### src/rtl/exu_lsu_queue.sv
// exu_lsu_queue: in-order load/store queue for the execution stage.
// Buffers up to DEPTH aligned requests, issues them one at a time on a
// valid/ready memory port, and writes extracted/extended load data back to
// the register file. Misaligned requests are dropped with a one-cycle pulse.
//
// Ports:
//   hclk, hrst        clock, synchronous active-high reset
//   req_*             request from exu (valid/ready, address parts, data)
//   mem_*             data-memory request port and read response
//   reg_w*            register write port for load results
//   lsu_misalign      pulse on a rejected (misaligned) request
//   lsu_busy          queue non-empty or a transaction in flight
//   ifu_dec_stall     queue full
// Optional: define LSU_PERF_EN to add perf_loads, perf_stores and
// perf_stall_cycles saturating counters.
module exu_lsu_queue #(
  parameter int unsigned XLEN  = 32,
  parameter int unsigned DEPTH = 4
) (
  input  logic              hclk,
  input  logic              hrst,
  input  logic              req_valid,
  output logic              req_ready,
  input  logic              req_is_store,
  input  logic [1:0]        req_size,
  input  logic              req_sext,
  input  logic [4:0]        req_rd,
  input  logic [XLEN-1:0]   req_base_addr,
  input  logic [XLEN-1:0]   req_offset,
  input  logic [XLEN-1:0]   req_store_data,
  output logic              mem_valid,
  input  logic              mem_ready,
  output logic              mem_write,
  output logic [XLEN-1:0]   mem_addr,
  output logic [XLEN-1:0]   mem_wdata,
  output logic [XLEN/8-1:0] mem_wstrb,
  input  logic              mem_rvalid,
  input  logic [XLEN-1:0]   mem_rdata,
  output logic              reg_wen,
  output logic [4:0]        reg_waddr,
  output logic [XLEN-1:0]   reg_wdata,
  output logic              lsu_misalign,
  output logic              lsu_busy,
  output logic              ifu_dec_stall
`ifdef LSU_PERF_EN
  ,
  output logic [31:0]       perf_loads,
  output logic [31:0]       perf_stores,
  output logic [31:0]       perf_stall_cycles
`endif
);

  localparam int unsigned STRB_W = XLEN / 8;
  localparam int unsigned LANE_W = $clog2(STRB_W);
  localparam int unsigned PTR_W  = $clog2(DEPTH);
  localparam int unsigned CNT_W  = PTR_W + 1;

  typedef struct packed {
    logic [XLEN-1:0] addr;
    logic [XLEN-1:0] data;
    logic [4:0]      rd;
    logic [1:0]      size;
    logic            sext;
    logic            is_store;
  } entry_t;

  typedef enum logic [1:0] {IDLE, ISSUE, WAIT_R} state_t;

  state_t             state_q, state_d;
  entry_t             fifo_q [DEPTH];
  logic [PTR_W-1:0]   head_q, tail_q, head_d, tail_d;
  logic [CNT_W-1:0]   count_q, count_d;
  logic [XLEN-1:0]    req_addr;
  logic               misalign, accept, push, pop;
  entry_t             new_e, head_e, next_e;
  logic [XLEN-1:0]    st_wdata;
  logic [STRB_W-1:0]  st_wstrb;
  logic [XLEN-1:0]    ld_result;

  // Byte-enable pattern for an access size, before lane shifting.
  function automatic logic [STRB_W-1:0] size_mask(input logic [1:0] size);
    case (size)
      2'd0:    return STRB_W'(1);
      2'd1:    return STRB_W'(3);
      2'd2:    return STRB_W'(15);
      default: return {STRB_W{1'b1}};
    endcase
  endfunction

  // Shift the addressed lane down, keep the access width, then extend.
  function automatic logic [XLEN-1:0] load_extract(input logic [XLEN-1:0] raw,
                                                   input logic [LANE_W-1:0] lane,
                                                   input logic [1:0] size,
                                                   input logic sext);
    logic [XLEN-1:0] sh;
    logic [XLEN-1:0] keep;
    logic            sign;
    sh = raw >> {lane, 3'b000};
    case (size)
      2'd0:    begin keep = XLEN'(8'hFF);         sign = sh[7];      end
      2'd1:    begin keep = XLEN'(16'hFFFF);      sign = sh[15];     end
      2'd2:    begin keep = XLEN'(32'hFFFF_FFFF); sign = sh[31];     end
      default: begin keep = '1;                   sign = sh[XLEN-1]; end
    endcase
    return (sh & keep) | ((sext && sign) ? ~keep : '0);
  endfunction

  // Address generation and alignment check on the incoming request.
  always_comb begin
    req_addr = req_base_addr + req_offset;
    case (req_size)
      2'd0:    misalign = 1'b0;
      2'd1:    misalign = req_addr[0];
      2'd2:    misalign = |req_addr[1:0];
      default: misalign = (XLEN == 32) || (|req_addr[2:0]);
    endcase
    accept = req_valid && req_ready;
    push   = accept && !misalign;

    new_e          = '0;
    new_e.addr     = req_addr;
    new_e.data     = req_store_data;
    new_e.rd       = req_rd;
    new_e.size     = req_size;
    new_e.sext     = req_sext;
    new_e.is_store = req_is_store;
  end

  // Queue bookkeeping; head entry leaves on store handshake or load response.
  always_comb begin
    head_e  = fifo_q[head_q];
    pop     = ((state_q == ISSUE) && head_e.is_store && mem_ready) ||
              ((state_q == WAIT_R) && mem_rvalid);
    count_d = count_q + CNT_W'(push) - CNT_W'(pop);
    head_d  = pop  ? head_q + PTR_W'(1) : head_q;
    tail_d  = push ? tail_q + PTR_W'(1) : tail_q;
    // A push into a queue that is empty after this cycle's pop becomes the head.
    next_e  = (push && ((count_q - CNT_W'(pop)) == '0)) ? new_e : fifo_q[head_d];
    st_wdata = next_e.data << {next_e.addr[LANE_W-1:0], 3'b000};
    st_wstrb = size_mask(next_e.size) << next_e.addr[LANE_W-1:0];
    ld_result = load_extract(mem_rdata, head_e.addr[LANE_W-1:0], head_e.size, head_e.sext);
  end

  // Next-state logic.
  always_comb begin
    state_d = state_q;
    case (state_q)
      IDLE:    if ((count_q != '0) || push) state_d = ISSUE;
      ISSUE:   if (mem_ready) begin
                 if (head_e.is_store) state_d = (count_d != '0) ? ISSUE : IDLE;
                 else                 state_d = WAIT_R;
               end
      WAIT_R:  if (mem_rvalid) state_d = (count_d != '0) ? ISSUE : IDLE;
      default: state_d = IDLE;
    endcase
  end

  // Entry storage; flushed logically by the pointer reset.
  always_ff @(posedge hclk) begin
    if (!hrst && push) fifo_q[tail_q] <= new_e;
  end

  // State, pointers and registered outputs.
  always_ff @(posedge hclk) begin
    if (hrst) begin
      state_q       <= IDLE;
      head_q        <= '0;
      tail_q        <= '0;
      count_q       <= '0;
      req_ready     <= 1'b0;
      ifu_dec_stall <= 1'b0;
      lsu_busy      <= 1'b0;
      lsu_misalign  <= 1'b0;
      mem_valid     <= 1'b0;
      mem_write     <= 1'b0;
      mem_addr      <= '0;
      mem_wdata     <= '0;
      mem_wstrb     <= '0;
      reg_wen       <= 1'b0;
      reg_waddr     <= '0;
      reg_wdata     <= '0;
    end else begin
      state_q       <= state_d;
      head_q        <= head_d;
      tail_q        <= tail_d;
      count_q       <= count_d;
      req_ready     <= (count_d != CNT_W'(DEPTH));
      ifu_dec_stall <= (count_d == CNT_W'(DEPTH));
      lsu_busy      <= (count_d != '0) || (state_d != IDLE);
      lsu_misalign  <= accept && misalign;
      mem_valid     <= (state_d == ISSUE);
      if (state_d == ISSUE) begin
        mem_write <= next_e.is_store;
        mem_addr  <= next_e.addr;
        mem_wdata <= next_e.is_store ? st_wdata : '0;
        mem_wstrb <= next_e.is_store ? st_wstrb : '0;
      end else begin
        mem_write <= 1'b0;
        mem_addr  <= '0;
        mem_wdata <= '0;
        mem_wstrb <= '0;
      end
      reg_wen <= (state_q == WAIT_R) && mem_rvalid && (head_e.rd != 5'd0);
      if ((state_q == WAIT_R) && mem_rvalid) begin
        reg_waddr <= head_e.rd;
        reg_wdata <= ld_result;
      end
    end
  end

`ifdef LSU_PERF_EN
  // Saturating event counters.
  always_ff @(posedge hclk) begin
    if (hrst) begin
      perf_loads        <= '0;
      perf_stores       <= '0;
      perf_stall_cycles <= '0;
    end else begin
      if ((state_q == WAIT_R) && mem_rvalid && (perf_loads != '1))
        perf_loads <= perf_loads + 32'd1;
      if ((state_q == ISSUE) && head_e.is_store && mem_ready && (perf_stores != '1))
        perf_stores <= perf_stores + 32'd1;
      if (ifu_dec_stall && (perf_stall_cycles != '1))
        perf_stall_cycles <= perf_stall_cycles + 32'd1;
    end
  end
`endif

endmodule

### config.mk
export PLATFORM = sky130hd
export DESIGN_NAME = exu_lsu_queue
export DESIGN_NICKNAME = d
export VERILOG_FILES = /design/src/rtl/exu_lsu_queue.sv
export SDC_FILE = /design/constraint.sdc
export NUM_CORES = 1
export LEC_CHECK = 0
export CORE_MARGIN = 3
export CORE_UTILIZATION = 50
export DETAILED_ROUTE_END_ITERATION = 12
export DONT_BUFFER_PORTS = 1
export GPL_TIMING_DRIVEN = 0
export PLACE_DENSITY = 0.68
export RECOVER_POWER = 100
export SETUP_SLACK_MARGIN = 0.02
export SYNTH_ARGS = -nofsm -noshare
export SYNTH_HDL_FRONTEND = slang
export SYNTH_SLANG_ARGS = --single-unit
### constraint.sdc
create_clock -name hclk -period 4.3 [get_ports hclk]
set_input_delay 0.645 -clock hclk [delete_from_list [all_inputs] [get_ports hclk]]
set_output_delay 0.645 -clock hclk [all_outputs]
set_load 0.05 [all_outputs]
==> results by group <==
STA
  – Hold Worst Slack: 0.172 ns
  – Setup violators final: 0
  – Measured slew at the worst slew-check pin: 0.769 ns
  – Final hold vios: 0
  – Tmin final: 4.18 ns
  – Fin Setup TNS: 0 ns
  – Final period util: 0.972
  – Slew headroom: 0.484
  – Max-slew violation count: 0
  – RSZ-0062 raised after global routing: yes
  – Fmax: 0.239 GHz
  – Skew final: 0.0140 ns

Power
  – Clock share of power: 0.329
  – Internal power: 0.00785 W
  – Lkg Pwr: 7.38 nW
  – Maximum vdd drop: 0.375 mV
  – Switching part of the total: 0.346
  – Sw Pwr: 0.00415 W
  – Flop pwr share: 0.447
  – Power after layout: 0.0120 W
  – Power Dens Cells: 576 mW/mm2
  – Comb pwr share: 0.224

Clock tree
  – Worst-skew pair later-pin latency: 0.56 ns
  – Reg clk slew, reported paths: 0.06 ns
  – Sinks on Clock Net: 413
  – Root Buffer: clkbuf_16
  – CTS tree: yes
  – H-tree depth: 2
  – Hold-fix buffers, CTS: 0
  – CTS max path bufs: 3
  – TritonCTS Buffers: 45

Worst setup path
  – CP max-delay cell: fa_2
  – Critical path's top delay family: adder cells
  – CP startpoint kind: primary input
  – CP Buf/Inv Count: 3
  – Reg2Reg Launch Point: fifo_q[3][0]
  – Crit path cell chain: ha_2, fa_2, nor3_4, o21ai_2, ha_1, inv_1, ha_1, fa_1, xor3_1, nand2_1, nand2_1, a31o_2, nor2_1, o221ai_2, inv_2, nand2_4, buf_4, o22ai_1
  – CP peak stage delay: 0.55 ns
  – Crit-path max FO: 10
  – CP required: 4.77 ns
  – Crit path DAT: 4.65 ns
  – CP Capture Type: flip-flop
  – Cell count of the worst reg-to-reg path: 17
  – RR Endpoint: mem_wdata[30]
  – R2R Setup Slk: 0.13 ns
  – Critical path type: primary input to flip-flop

Finish
  – Most frequent cells in the layout: edfxtp_1, nand2_1, nor2_1, dfxtp_1, a21oi_1
  – ANT cells: 0
  – Footprint of the multi-input gates: 0.00690 mm2
  – Layout Utilization: 0.579
  – Most common cell after layout, fill and taps aside: edfxtp_1
  – Nets: 1,840
  – Share of cells above drive strength 1: 0.110
  – Register area: 0.0112 mm2
  – Area grow syn2layout: 13.0%
  – Layout fillers: 2,957
  – Post-route insts no fill: 2,156

Logic synthesis
  – YS warnings: 0
  – Sequential area share after synthesis: 0.606
  – Post-synth EDFFs: 292
  – Syn_nets: 1,785
  – Mapped Cells: 1,603
  – Top FF cell, synth: edfxtp_1
  – #FFs+latches synth: 413
  – Post-synthesis cell area: 0.0185 mm2
  – Async set-reset flop share out of synthesis: 0
  – Yosys cell types: 77
  – Mean post-synth cell area: 11.5 um2

Detailed routing
  – ANT nets after route: 0
  – Via Count: 13,300
  – DRC: 0
  – DR pass1 iterations: 6
  – Initial DRC Count: 1,125
  – WL final: 52,100 um
  – Via-to-Cell Ratio: 6.15
  – Wirelength per Cell: 24.2 um

Floorplan
  – Die Footprint: 0.0393 mm2
  – Chip width: 198 um
  – Starting Density: 0.513
  – FP Rows: 69
  – Core area: 0.0360 mm2
  – Boundary Pins: 254
  – Die Y-Extent: 198 um

Global route
  – Initial antenna violation count: 0
  – Vias in the first global route: 13,200
  – First-pass GRT wire length: 78,100 um
  – All-Layer GR Usage: 0.260
  – Total grt overflow: 0
  – Largest net degree at the start of global routing: 56

Status
  – Status: completed

Place
  – Routability cong.: 0.864
  – DP Cell Count: 2,068
  – Final HPWL DP: 36,100 um
  – Port-buffer cells: 0

Worst hold path
  – Hold wc startpoint: req_store_data[20]
  – Hold Crit Depth: 0
  – HP Class: primary input to flip-flop
  – Worst Hold End: fifo_q[1][29]

Flow run
  – # Max-Cap Violations: 0
logic make-up after synthesis:
kind of cell | after synthesis | share of synthesized area
adder cells (fa/ha/maj) | 40 | 0.0279
AO/OA/AOI/OAI | 393 | 0.139
flip-flops | 413 | 0.606
XOR/XNOR | 28 | 0.0145
AND/OR/NAND/NOR | 523 | 0.127
buffers and inverters | 116 | 0.0260
multiplexers | 90 | 0.0586
final cells by class:
| cell class | count | share of cell area |
|---|---|---|
| multi-input cells | 1074 | 0.331 |
| clock inverters | 21 | 0.00912 |
| repair buffers | 9 | 0.00672 |
| inverters | 19 | 0.00354 |
| plain buffers | 96 | 0.0203 |
| clock buffers | 63 | 0.0648 |
| flip-flops and latches | 413 | 0.537 |
| well taps | 461 | 0.0277 |
state kept, by name, indices dropped and copies added (netlist names):
register,flops
mem_write,1
mem_valid,1
reg_wdata,32
mem_wstrb,4
lsu_busy,1
mem_addr,32
req_ready,1
reg_wen,1
lsu_misalign,1
reg_waddr,5
state_q,2
fifo_q,292
tail_q,2
count_q,3
ifu_dec_stall,1
head_q,2
mem_wdata,32
cell usage after synthesis (all sizes together) (26+ instances only):
library cell,number,share of area
edfxtp,292,0.48
nand2,231,0.047
nor2,130,0.027
a21oi,121,0.033
dfxtp,121,0.13
clkbuf,63,0.013
a211oi,58,0.024
mux2i,53,0.029
o21ai,47,0.013
ha,38,0.026
and2,34,0.012
buf,34,0.0093
nor3,34,0.0092
nand3,29,0.0081
a31oi,28,0.0095
o22ai,26,0.0088
through the flow:
| stage | setup WS [ns] | area [um2] |
|---|---|---|
| final | 0.119 | 20800 |
| after global routing | -0.000361 | 20800 |
| after CTS | 0.00293 | 20800 |
| after detailed placement | -0.923 | 19200 |
| after global placement | -1.58 | 19000 |
| after floorplan | 0.0655 | 18500 |
timing repair:
item | in CTS | in global routing
buffers inserted | 2 | 3
setup endpoints to repair | 71 | 61
hold endpoints to repair | 0 | 0
gates resized for setup | 13 | 19
pin swaps | 3 | 3
cloned | 0 | 0
worst reg2reg max path, cell delays in order, from the launching register on:
cell and delay, ns:
edfxtp_1 0.41, mux4_2 0.54, a21oi_4 0.21, inv_4 0.13, ha_1 0.30, inv_1 0.04
ha_1 0.18, fa_1 0.35, xor3_1 0.43, nand2_1 0.12, nand2_1 0.06, a31o_2 0.26
nor2_1 0.16, o221ai_2 0.18, inv_2 0.14, nand2_4 0.11, buf_4 0.23, o22ai_1 0.22
worst max-delay path by stage:
stage                     start            end  slack [ns]  cells past startpoint
5_1_grt        req_base_addr[0]   mem_wdata[2]     -0.0004                     18
6_report       req_base_addr[0]  mem_wdata[30]        0.12                     18
3_5_place_dp   req_base_addr[0]   mem_addr[26]       -0.92                     16
3_3_place_gp   req_base_addr[0]  fifo_q[1][56]       -1.58                      6
2_1_floorplan  req_base_addr[0]   mem_wdata[0]        0.07                     18
4_1_cts        req_base_addr[0]  mem_wdata[24]       0.003                     17
per-layer routing:
metal | up-vias | wire [um] | global-route usage
met3 | 94 | 4780 | 0.0744
met4 | 0 | 1410 | 0.0794
met1 | 6479 | 20600 | 0.332
met5 | - | 0 | 0
met2 | 619 | 25300 | 0.433
li1 | 6069 | - | -
power by group through the flow:
stage | registers [W] | logic (W) | clock network, W
2_1_floorplan | 0.00540 | 0.00176 | 0
3_3_place_gp | 0.00546 | 0.00252 | 0
3_5_place_dp | 0.00545 | 0.00256 | 0
4_1_cts | 0.00537 | 0.00261 | 0.00399
5_1_grt | 0.00539 | 0.00292 | 0.00415
6_report | 0.00537 | 0.00269 | 0.00394
Note: power is estimated with default switching activity, not from simulation.
